**src/rtl/fifo_rd_stage.sv**
```systemverilog
// fifo_rd_stage
//   Read-side stage behind an async FIFO. Pops entries from the FIFO into a
//   2-entry in-order buffer (head, tail) and presents the head to a
//   valid/ready consumer. rinc depends only on registered state and FIFO/flush
//   inputs, so there is no combinational path from out_ready back to the FIFO.
//
// Ports
//   rclk       read-side clock, rising edge
//   rrst_n     asynchronous active-low reset
//   rempty     FIFO empty flag (low: rdata valid)
//   rdata      FIFO head entry
//   rinc       FIFO pop strobe
//   out_data   buffered head entry
//   out_valid  out_data holds a valid entry
//   out_ready  consumer accepts out_data on this edge
//   flush      synchronous discard of all buffered entries
//   level      buffered entry count, 0..2
//   xfer_cnt   count of completed output transfers (wraps)
module fifo_rd_stage #(
   parameter int DSIZE = 5,
   parameter int CW    = 16
) (
   input  logic             rclk,
   input  logic             rrst_n,
   input  logic             rempty,
   input  logic [DSIZE-1:0] rdata,
   output logic             rinc,
   output logic [DSIZE-1:0] out_data,
   output logic             out_valid,
   input  logic             out_ready,
   input  logic             flush,
   output logic [1:0]       level,
   output logic [CW-1:0]    xfer_cnt
);

   typedef enum logic [1:0] {
      EMPTY = 2'd0,
      ONE   = 2'd1,
      FULL  = 2'd2
   } state_e;

   state_e           state_q, state_d;
   logic [DSIZE-1:0] head_q, head_d;
   logic [DSIZE-1:0] tail_q, tail_d;
   logic [CW-1:0]    xfer_cnt_q, xfer_cnt_d;

   logic push;
   logic pop;

   // State and datapath registers
   always_ff @(posedge rclk or negedge rrst_n) begin
      if (!rrst_n) begin
         state_q    <= EMPTY;
         head_q     <= '0;
         tail_q     <= '0;
         xfer_cnt_q <= '0;
      end else begin
         state_q    <= state_d;
         head_q     <= head_d;
         tail_q     <= tail_d;
         xfer_cnt_q <= xfer_cnt_d;
      end
   end

   // Next-state and buffer update
   always_comb begin
      state_d    = state_q;
      head_d     = head_q;
      tail_d     = tail_q;
      xfer_cnt_d = xfer_cnt_q;

      if (pop) begin
         xfer_cnt_d = xfer_cnt_q + CW'(1);
      end

      if (flush) begin
         state_d = EMPTY;
      end else begin
         case (state_q)
            EMPTY: begin
               if (push) begin
                  head_d  = rdata;
                  state_d = ONE;
               end
            end
            ONE: begin
               if (push && pop) begin
                  // Old head leaves, incoming entry takes its place.
                  head_d = rdata;
               end else if (push) begin
                  tail_d  = rdata;
                  state_d = FULL;
               end else if (pop) begin
                  state_d = EMPTY;
               end
            end
            FULL: begin
               if (pop) begin
                  head_d  = tail_q;
                  state_d = ONE;
               end
            end
            default: state_d = EMPTY;
         endcase
      end
   end

   // Outputs
   always_comb begin
      // rrst_n gating keeps rinc low while reset is held, so nothing is
      // consumed from the FIFO on an edge that the buffer would discard.
      push      = rrst_n && !rempty && !flush && (state_q != FULL);
      out_valid = (state_q != EMPTY);
      pop       = out_valid && out_ready && !flush;
      rinc      = push;
      out_data  = head_q;
      xfer_cnt  = xfer_cnt_q;
      case (state_q)
         EMPTY:   level = 2'd0;
         ONE:     level = 2'd1;
         FULL:    level = 2'd2;
         default: level = 2'd0;
      endcase
   end

endmodule

```
**config.mk**
```make
export PLATFORM = sky130hd
export DESIGN_NAME = fifo_rd_stage
export DESIGN_NICKNAME = d
export VERILOG_FILES = /design/src/rtl/fifo_rd_stage.sv
export SDC_FILE = /design/constraint.sdc
export NUM_CORES = 1
export LEC_CHECK = 0
export BUFFER_PORTS_ARGS = -buffer_cell sky130_fd_sc_hd__buf_2
export CAP_MARGIN = 20
export CORE_MARGIN = 4
export CORE_UTILIZATION = 51
export CTS_BUF_LIST = sky130_fd_sc_hd__clkbuf_4 sky130_fd_sc_hd__clkbuf_8 sky130_fd_sc_hd__clkbuf_16
export CTS_CLUSTER_DIAMETER = 30
export CTS_CLUSTER_SIZE = 30
export DETAILED_ROUTE_END_ITERATION = 8
export GPL_TIMING_DRIVEN = 0
export PLACE_DENSITY = 0.89
export SLEW_MARGIN = 20
export SYNTH_ARGS = -nofsm -noshare
export SYNTH_HDL_FRONTEND = slang
export SYNTH_SLANG_ARGS = --single-unit
```
**constraint.sdc**
```tcl
create_clock -name rclk -period 1.6 [get_ports rclk]
set_input_delay 0.24 -clock rclk [delete_from_list [all_inputs] [get_ports rclk]]
set_output_delay 0.24 -clock rclk [all_outputs]
set_load 0.02 [all_outputs]
```
Word-level counts from Yosys, hierarchy flattened:

Cells that the tools add are included.

* bits in registers: 28
* input port bits: 10
* output and inout bits: 25

* add/subtract/negate cells: 1
* equal/unequal tests: 10
* muxes and demuxes: 12
* bitwise logic cells: 2
* reduce and logical (&&, ||, !) cells: 14

Operators by type and width (number)
* adder 16 x 1 -> 16 bit, second input constant: 1
* two-way mux 5 bit: 3
* case mux 5 bit (3 select lines): 1
* two-way mux 2 bit: 6
* != test 3 bit, second input constant: 3
* != test 2 bit, second input constant: 4
* AND reduction 4 bit: 2
* logical AND 1 bit: 6
* case mux 2 bit (3 select lines): 1
* AND reduction 5 bit: 1
* != test 4 bit, second input constant: 1
* case mux 2 bit (2 select lines): 1
* nonzero test 3 bit: 1
* equality test 2 x 1 -> 1 bit, second input constant: 1
* equality test 2 bit, second input constant: 1
* zero test 1 bit: 2
* zero test 2 bit: 1
* NOT 1 bit: 2
* nonzero test 2 bit: 1

Longest topological paths before layout:

Gate-level depths: netlist of run 1.

* depth after elaboration: 8
* gate-level depth with buffers: 5
* depth with buffers taken out: 5

Least setup slack after synthesis of run 1:

No wires, ideal clock.

* path kind: register to output
* start point: register state_q[1]
* end point: output port rinc
* arrival time: 1.418 ns
* data required time: 1.360 ns
* path slack: -0.058 ns
* stages on the path, launching flop included: 4
* buffers on the path: 1
* cell sequence: dfrtp_1 -> nor2b_1 -> clkbuf_1 -> nor3b_1

* word-level cells in the longest chain between the ends: 2

RTL lines
* start: declaration: RTL line 42 `state_e state_q, state_d;`
* start signal: assignment: RTL line 58 `state_q <= state_d;`
* != test 2 bit: RTL line 112 `push = rrst_n && !rempty && !flush && (state_q != FULL);`
* logical AND 1 bit: RTL line 112
* end: declaration: RTL line 27 `output logic rinc,`

No other way between the ends.

Worst setup path after layout of run 1:

* start point: register state_q[1]
* end point: output port level[0]

* word-level cells in the longest chain between the ends: 2
* elaborated cells on any way between the ends: 3
* classes of those cells: 2 x eq/ne; 1 x mux

RTL lines
* equality test 2 bit / equality test 2 x 1 -> 1 bit (equally long branches): RTL line 118 `case (state_q)`
* case mux 2 bit (2 select lines) (*): RTL line 118
* end: declaration: RTL line 32 `output logic [1:0] level,`

Mark *: on every way between the ends. The rest lies on a longest branch, timed or not.

==> results of run 1 <==
[power groups by stage]
stage | combinational [mW] | sequential (mW) | clock, mW
floorplan | 0.131 | 0.946 | 0
global placement | 0.322 | 0.870 | 0
detailed placement | 0.337 | 0.879 | 0
CTS | 0.348 | 0.866 | 0.348
global route | 0.389 | 0.882 | 0.386
finish | 0.355 | 0.865 | 0.341
[state kept, by name, indices dropped and copies added, names as in the netlist]
| name | flops |
|---|---|
| xfer_cnt | 16 |
| out_data | 5 |
| state_q | 2 |
| tail_q | 5 |
[synthesized netlist by cell type, drive strengths merged]
master / number
nand3b: 1
nor3: 1
o21ai: 1
and2: 1
nand4: 5
mux2i: 5
nor2b: 5
inv: 1
xnor2: 13
nand3: 5
nor2: 8
or4bb: 1
clkbuf: 1
and4: 1
mux2: 6
and3: 2
xor2: 3
nor3b: 1
nor4: 2
or4b: 1
a21oi: 5
a31oi: 1
nand2: 8
dfrtp: 28
nand2b: 1
ha: 1
[through the flow]
| step | hold WS (ns) | worst slack, ns |
|---|---|---|
| 2_1_floorplan | -0.0556 | 0.111 |
| 3_3_place_gp | 0.281 | -0.336 |
| 3_5_place_dp | 0.304 | -0.416 |
| 4_1_cts | 0.137 | -0.0423 |
| 5_1_grt | 0.132 | -0.0764 |
| 6_report | 0.150 | -0.0152 |
[cell families (layout without fill, tap and decap cells)]
logic type	count (synthesis)	count (layout)	synth area share
simple gates	43	43	0.202
flops	28	28	0.543
xor+xnor	16	16	0.109
mux	11	11	0.0912
compound gates	7	8	0.0398
buf+inv	2	44	0.00581
fa+ha+maj	1	1	0.00970
[what timing repair did]
item / 4_1_cts / 5_1_grt
hold endpoints to repair: 28 / 0
endpoints found under the setup margin: 12 / 13
hold buffers: 2 / 0
gates resized for setup: 7 / 7
pin swaps: 0 / 1
buffers inserted: 3 / 0
gates cloned: 0 / 1
[final cells by class]
class / instances / area [um^2]
Sequential cell: 28 / 703
Fill cell: 157 / 679
Multi-Input combinational cell: 79 / 631
Timing Repair Buffer: 39 / 230
Clock buffer: 4 / 36.3
Tap cell: 28 / 35.0
Inverter: 1 / 3.75
[critical path: stages, from the launching register on]
cell	delay (ns)
dfrtp_2	0.48
buf_4	0.15
nor2b_1	0.22
buf_4	0.20
[final timing paths]
check                           slack (ns)  cells after the start    startpoint      endpoint
worst max-delay path                 -0.02                      3    state_q[1]      level[0]
worst min-delay path                  0.15                      2      rdata[2]     tail_q[2]
worst max register to register       -0.01                      4    state_q[1]   out_data[3]
worst min register to register        0.48                      1  xfer_cnt[15]  xfer_cnt[15]
max in group asynchronous             0.98                      3        rrst_n    state_q[0]
min in group asynchronous             0.46                      3        rrst_n     tail_q[0]
[layer usage]
layer,vias up,track usage
li1,466,-
met1,489,0.216
met2,25,0.290
met3,7,0.0263
met4,0,0.0795
met5,-,0
==> flow_summary.json, run 1 <==
{
  "outcome": "finished with violations",
  "violations": "setup timing",
  "rsz0062_at_grt": "yes",
  "ir_drop_mv": 0.769,
  "design.core.area_um2": 2320,
  "cp.required_ns": 1.36,
  "dpl_cell_area_um2": 1500,
  "drc": 0,
  "n_antenna_cell": 0,
  "first_global_vias": 970,
  "route.met2.wl_um": 1420,
  "wl_met3_um": 110,
  "drtAntennaViolNets": 0,
  "report.final.slew_viol_count": 0,
  "setup_tns_ns": -0.0246,
  "drive_gt1_frac": 0.384,
  "final_common_cell": "buf_2",
  "final_nets": 163,
  "ys_ff_latch": 28,
  "dp.cells": 170,
  "startpoint_type": "register",
  "ys_types": 28,
  "die_h_um": 58.3,
  "fin_util": 0.707,
  "die_w_um": 58.3,
  "firstDrtPassIters": 4,
  "max_slew_margin": 0.696,
  "placementRows": 17,
  "syn_avg_cell_area_um2": 11.9,
  "final_area_um2": 1640,
  "power_mw": 1.56,
  "fin_skew_ns": 0.00411,
  "met1_length_um": 1200,
  "internal_power_mw": 1.08,
  "clkPwrFrac": 0.218,
  "port_buffers": 34,
  "leakage_nw": 0.792,
  "final_cell_mix": "buf_2, dfrtp_1, xnor2_1, nand2_1, nor2_1",
  "grt_start_max_net_pins": 29,
  "clock_latency_ns": 0.33,
  "syn-cell-area_um2": 1290,
  "netlist.area_leader.share": 0.543,
  "fmax_mhz": 619,
  "path_class": "register to output pin",
  "dp_hpwl_um": 1840,
  "overflow": 0,
  "cts.sinks": 28,
  "clock_path_buffers": 2,
  "power_density_nw_per_um2": 952,
  "syn_inst": 108,
  "finalCritPeriodShare": 1.01,
  "first_iter_violations": 13,
  "drt-wirelength-per-cell_um": 15.7,
  "cts_root_buf": "clkbuf_4",
  "fin_ws_ns": -0.0152,
  "synth_fp_nets": 119,
  "cts.htree.levels": 1,
  "p_switching_mw": 0.483,
  "start_util": 0.556,
  "cts_tree": "yes",
  "antenna_found_initial": 0,
  "clkTransAtPathRegs_ns": 0.14,
  "routed_via_density": 5.51,
  "switching_share": 0.310,
  "synth_top_area_cell": "dfrtp_1",
  "path_max_fanout": 7,
  "grt_util_all_layers": 0.172,
  "yosysWarnings": 0,
  "design.die.area_um2": 3400,
  "routed_wl_um": 2800,
  "worstHoldPathType": "primary input to register",
  "gp_congestion": 0.743,
  "p_seq_frac": 0.554,
  "final_hold_viol_count": 0,
  "io_pins": 35,
  "vias": 987,
  "grt_first_pass_wirelength_um": 4420,
  "highest_layer": "met4",
  "synth_top_cells_by_area": "dfrtp_1, xnor2_1, mux2_2",
  "cts_buffers": 3,
  "stdcell_count": 179,
  "fin_crit_ns": 1.62,
  "synth-seq-area-share": 0.543,
  "cp.arrival_ns": 1.38,
  "end_kind": "output pin",
  "comb_power_share": 0.227,
  "finalSetupViolCount": 3,
  "worst_pin_slew_ns": 0.453,
  "areaGrowthSynthToFinish_pct": 27.1,
  "drv_cap": 0
}
(Power assumes the default switching activity.)
==> run 2, diff against run 1 <==
CORE_UTILIZATION = 30   (was 51)
PLACE_DENSITY = 0.62   (was 0.89)
==> run 2 against run 1 <==
The flow now finishes without violations. Clock skew is 0.0049 ns higher. First-iteration DRC count increased to 7.5 times the previous value. Utilization fell by 29 points. Die area is 59% higher. Sequential power is essentially flat. Clock power is 62% higher. Flip-flop and latch count is the same.
==> flow_summary.json, run 2 (synthesis gave the netlist of run 1 again) <==
{
  "multiInputGateArea_um2": 629,
  "dp_hpwl_um": 1930,
  "fin_ws_ns": 0.0189,
  "die_w_um": 73.6,
  "rsz0062_at_grt": "yes",
  "routed_via_density": 4.80,
  "start_util": 0.316,
  "setup_tns_ns": 0,
  "ir_drop_mv": 1.03,
  "cts_root_buf": "clkbuf_8",
  "clock_path_buffers": 2,
  "overflow": 0,
  "stdcell_count": 202,
  "reg2reg_setup_slack_ns": 0.02,
  "pre_cts_slack_ns": -0.445,
  "grt_first_pass_wirelength_um": 4980,
  "r2r_cells": 4,
  "drtAntennaViolNets": 0,
  "die_h_um": 73.6,
  "fin_skew_ns": 0.00902,
  "drv_cap": 0,
  "drt-wirelength-per-cell_um": 14.4,
  "port_buffers": 34,
  "placementRows": 23,
  "cts_buffers": 3,
  "design.core.area_um2": 4090,
  "dpl_cell_area_um2": 1530,
  "max_slew_margin": 0.713,
  "cts.htree.levels": 1,
  "first_iter_violations": 98,
  "report.final.slew_viol_count": 0,
  "n_antenna_cell": 0,
  "vias": 970,
  "end_kind": "register",
  "min_from": "rdata[3]",
  "finalCritPeriodShare": 0.988,
  "fin_util": 0.420,
  "outcome": "finished clean",
  "final_hold_viol_count": 0,
  "fill_cells": 419,
  "startpoint_type": "register",
  "worstHoldPathType": "primary input to register",
  "cp.arrival_ns": 1.79,
  "first_global_vias": 1046,
  "drc": 0,
  "path_max_fanout": 6,
  "r2r_start": "state_q[0]",
  "fmax_mhz": 632,
  "grt_start_max_net_pins": 29,
  "antenna_found_initial": 0,
  "leakage_nw": 0.814,
  "worst_pin_slew_ns": 0.427,
  "routed_wl_um": 2920,
  "r2r-end": "out_data[0]",
  "power_mw": 1.77,
  "grt_util_all_layers": 0.119,
  "power_density_nw_per_um2": 1030,
  "clock_latency_ns": 0.28,
  "hold_end": "tail_q[3]",
  "largest_reg_flops": 16,
  "final_area_um2": 1720,
  "io_pins": 35,
  "dp.cells": 192,
  "drive_gt1_frac": 0.382,
  "finalSetupViolCount": 0,
  "seq_area_um2": 703,
  "fin_crit_ns": 1.58,
  "path_class": "register to register",
  "cp.required_ns": 1.81,
  "design.die.area_um2": 5410,
  "final_nets": 164,
  "gp_congestion": 0.731,
  "final_common_cell": "buf_2",
  "final_cell_mix": "buf_2, dfrtp_1, xnor2_1, nand2_1, nor2_1",
  "whs_ns": 0.211,
  "min_path_cells": 2,
  "cts_tree": "yes",
  "cts.sinks": 28,
  "firstDrtPassIters": 4,
  "clkTransAtPathRegs_ns": 0.10,
  "areaGrowthSynthToFinish_pct": 33.0
}
-- run 2: worst max-delay path by stage --
| stage | startpoint | end | slack (ns) | depth (start not counted) |
|---|---|---|---|---|
| floorplan | state_q[1] | tail_q[0] | 0.11 | 3 |
| global placement | rrst_n | out_data[1] | -0.37 | 5 |
| detailed placement | rrst_n | out_data[0] | -0.44 | 5 |
| CTS | state_q[1] | out_valid | -0.02 | 3 |
| global route | state_q[0] | out_data[1] | -0.06 | 4 |
| finish | state_q[0] | out_data[0] | 0.02 | 4 |
-- run 2: cell type report --
class	instances	area share
timing repair buffer	39	0.135
clock buffer	3	0.0241
tap	50	0.0365
clock inverter	1	0.0175
buffer	1	0.00802
inverter	1	0.00219
multi-input combinational	79	0.367
sequential	28	0.410
-- run 2: repair_timing --
action                                  CTS  global route
hold buffers                              2             0
buffers inserted                          3             0
pin swaps                                 2             5
endpoints found under the setup margin   15            13
gates resized for setup                   8             5
cloned                                    1             0
endpoints found under the hold margin    28             0
-- run 2: report_power, final --
group          switching (mW)  internal (mW)
sequential             0.0705          0.793
clock                   0.218          0.335
combinational           0.212          0.145
total                   0.501           1.27
-- run 2: worst max-delay path, cell delays in order (launching register included) --
cell     delay, ns
dfrtp_2       0.45
or4b_4        0.58
a31oi_4       0.29
nor2_1        0.07
a21oi_1       0.13
-- run 2: routing by layer --
layer  wire length (um)  vias to the layer above  GRT usage
li1                   -                      467          -
met1               1270                      468      0.159
met2               1330                       31      0.174
met3                271                        4     0.0534
met4                 48                        0     0.0342
met5                  0                        -          0
==> run 3, diff against run 2 <==
CORE_MARGIN = 1   (was 4)
==> run 3 against run 2 <==
Total power fell by 6.4%. Critical path type unchanged. Register-to-register slack about the same. Largest power group unchanged. Sequential power is essentially flat. Die area is 16% lower. Fmax down 0.91%. Critical path depth unchanged. Cell area grew 0.80%. Sequential share of layout area down 0.33 points. Hold slack better by 0.0017 ns. Cell count up 0.99%. Clock power shrank 23%. Via count decreased by 0.72%.
==> flow_summary.json, run 3 (synthesis gave the netlist of run 1 again) <==
{
  "switching_share": 0.299,
  "overflow": 0,
  "max_slew_margin": 0.709,
  "io_pins": 35,
  "leakage_nw": 0.820,
  "internal_power_mw": 1.16,
  "fill_cells": 386,
  "crit_family": "simple AND/OR/NAND/NOR gates",
  "clkPwrFrac": 0.255,
  "die_w_um": 67.6,
  "worstHoldPathType": "primary input to register",
  "cts_tree": "yes",
  "stdcell_count": 204,
  "routed_wl_um": 2940,
  "clock_latency_ns": 0.27,
  "crit_path_start": "state_q[1]",
  "fin_skew_ns": 0.00178,
  "drive_gt1_frac": 0.403,
  "fmax_mhz": 627,
  "outcome": "finished clean",
  "dp.cells": 192,
  "startpoint_type": "register",
  "grt_first_pass_wirelength_um": 4420,
  "drt-wirelength-per-cell_um": 14.4,
  "report.final.slew_viol_count": 0,
  "p_switching_mw": 0.496,
  "finalCritPeriodShare": 0.997,
  "comb_power_share": 0.223,
  "cts_buffers": 3,
  "path_class": "register to register",
  "clock_path_buffers": 2,
  "die_h_um": 67.6,
  "path_max_fanout": 6,
  "largest_reg_flops": 16,
  "cts.htree.levels": 1,
  "rsz0062_at_grt": "yes",
  "r2r_cells": 4,
  "power_mw": 1.66,
  "placementRows": 23,
  "critPathBufInv": 0,
  "first_iter_violations": 27,
  "grt_start_max_net_pins": 32,
  "r2r_start": "state_q[1]",
  "vias": 963,
  "ir_drop_mv": 0.522,
  "gp_congestion": 0.730,
  "final_common_cell": "buf_2",
  "crit_end": "out_data[4]",
  "fin_crit_ns": 1.60,
  "reg2reg_setup_slack_ns": 0.004,
  "seq_area_um2": 703,
  "n_antenna_cell": 0,
  "end_kind": "register",
  "start_util": 0.318,
  "design.die.area_um2": 4570,
  "p_seq_frac": 0.522,
  "finalSetupViolCount": 0,
  "areaGrowthSynthToFinish_pct": 34.0,
  "power_density_nw_per_um2": 960,
  "final_nets": 166,
  "grt_util_all_layers": 0.133,
  "first_global_vias": 968,
  "final_cell_mix": "buf_2, dfrtp_1, xnor2_1, nand2_1, nor2_1",
  "fin_util": 0.426,
  "multiInputGateArea_um2": 639,
  "drv_cap": 0,
  "worst_pin_slew_ns": 0.433,
  "cp.arrival_ns": 1.80,
  "worst-path-stages": 4,
  "design.core.area_um2": 4060,
  "final_hold_viol_count": 0,
  "r2r-end": "out_data[4]",
  "drc": 0,
  "clkTransAtPathRegs_ns": 0.09,
  "dp_hpwl_um": 1900,
  "max_stage_delay_ns": 0.58,
  "drtAntennaViolNets": 0,
  "crit_slowest_cell": "or4bb_4",
  "firstDrtPassIters": 4,
  "antenna_found_initial": 0,
  "path_cells": "or4bb_4 > a31oi_4 > nor2_1 > a21oi_1",
  "cts_root_buf": "clkbuf_8",
  "cts.sinks": 28,
  "routed_via_density": 4.72,
  "cp.required_ns": 1.80,
  "port_buffers": 34
}
## run 3: cell types whose count changed in the layout (fill, tap and decap cells not counted)
cell       before  now
buf_4           4    5
buf_6           1    2
buf_8           0    1
bufinv_16       1    0
nor2_1          7    6
nor2_2          1    2
nor2b_1         5    4
nor2b_4         0    1
## run 3: repair_timing
| item | in CTS | in global routing |
|---|---|---|
| pin swaps | 0 | 6 |
| endpoints found under the setup margin | 18 | 9 |
| buffers inserted | 1 | 4 |
| gates resized for setup | 7 | 11 |
| endpoints found under the hold margin | 28 | 28 |
| gates cloned | 0 | 1 |
## run 3: layer usage
layer  wire (um)  global-route usage
met1        1270               0.150
met2        1470               0.243
met3         193              0.0490
met4          10              0.0160
met5           0                   0
## run 3: how the worst min path moves through the flow
stage	end	startpoint	slack, ns	cells past startpoint
4_1_cts	tail_q[1]	rrst_n	-0.11	1
2_1_floorplan	out_data[0]	rrst_n	-0.06	0
3_5_place_dp	tail_q[3]	rrst_n	0.32	1
6_report	tail_q[4]	rdata[4]	0.21	2
5_1_grt	tail_q[4]	rdata[4]	0.21	2
3_3_place_gp	tail_q[1]	rrst_n	0.29	1
## run 3: power by group through the flow
stage                     logic, mW  registers [mW]  clock network (mW)
final                         0.369           0.866               0.424
after global placement        0.330           0.871                   0
after CTS                     0.355           0.864               0.450
after global routing          0.406           0.879               0.478
after floorplan               0.131           0.946                   0
after detailed placement      0.349           0.877                   0
## run 3: layout make-up
| class | count | area share |
|---|---|---|
| Buffer | 1 | 0.00868 |
| Inverter | 1 | 0.00217 |
| Tap cell | 50 | 0.0362 |
| Clock buffer | 4 | 0.0318 |
| Sequential cell | 28 | 0.407 |
| Multi-Input combinational cell | 79 | 0.370 |
| Timing Repair Buffer | 41 | 0.145 |
## run 3: through the flow
stage | setup TNS (ns) | instance area, um^2 | hold slack [ns] | setup slack, ns
after floorplan | 0 | 1290 | -0.0556 | 0.111
after global placement | -3.15 | 1530 | 0.287 | -0.342
after detailed placement | -4.10 | 1530 | 0.317 | -0.449
after CTS | -0.201 | 1620 | -0.114 | -0.0555
after global routing | -0.234 | 1730 | 0.208 | -0.0566
final | 0 | 1730 | 0.212 | 0.00435
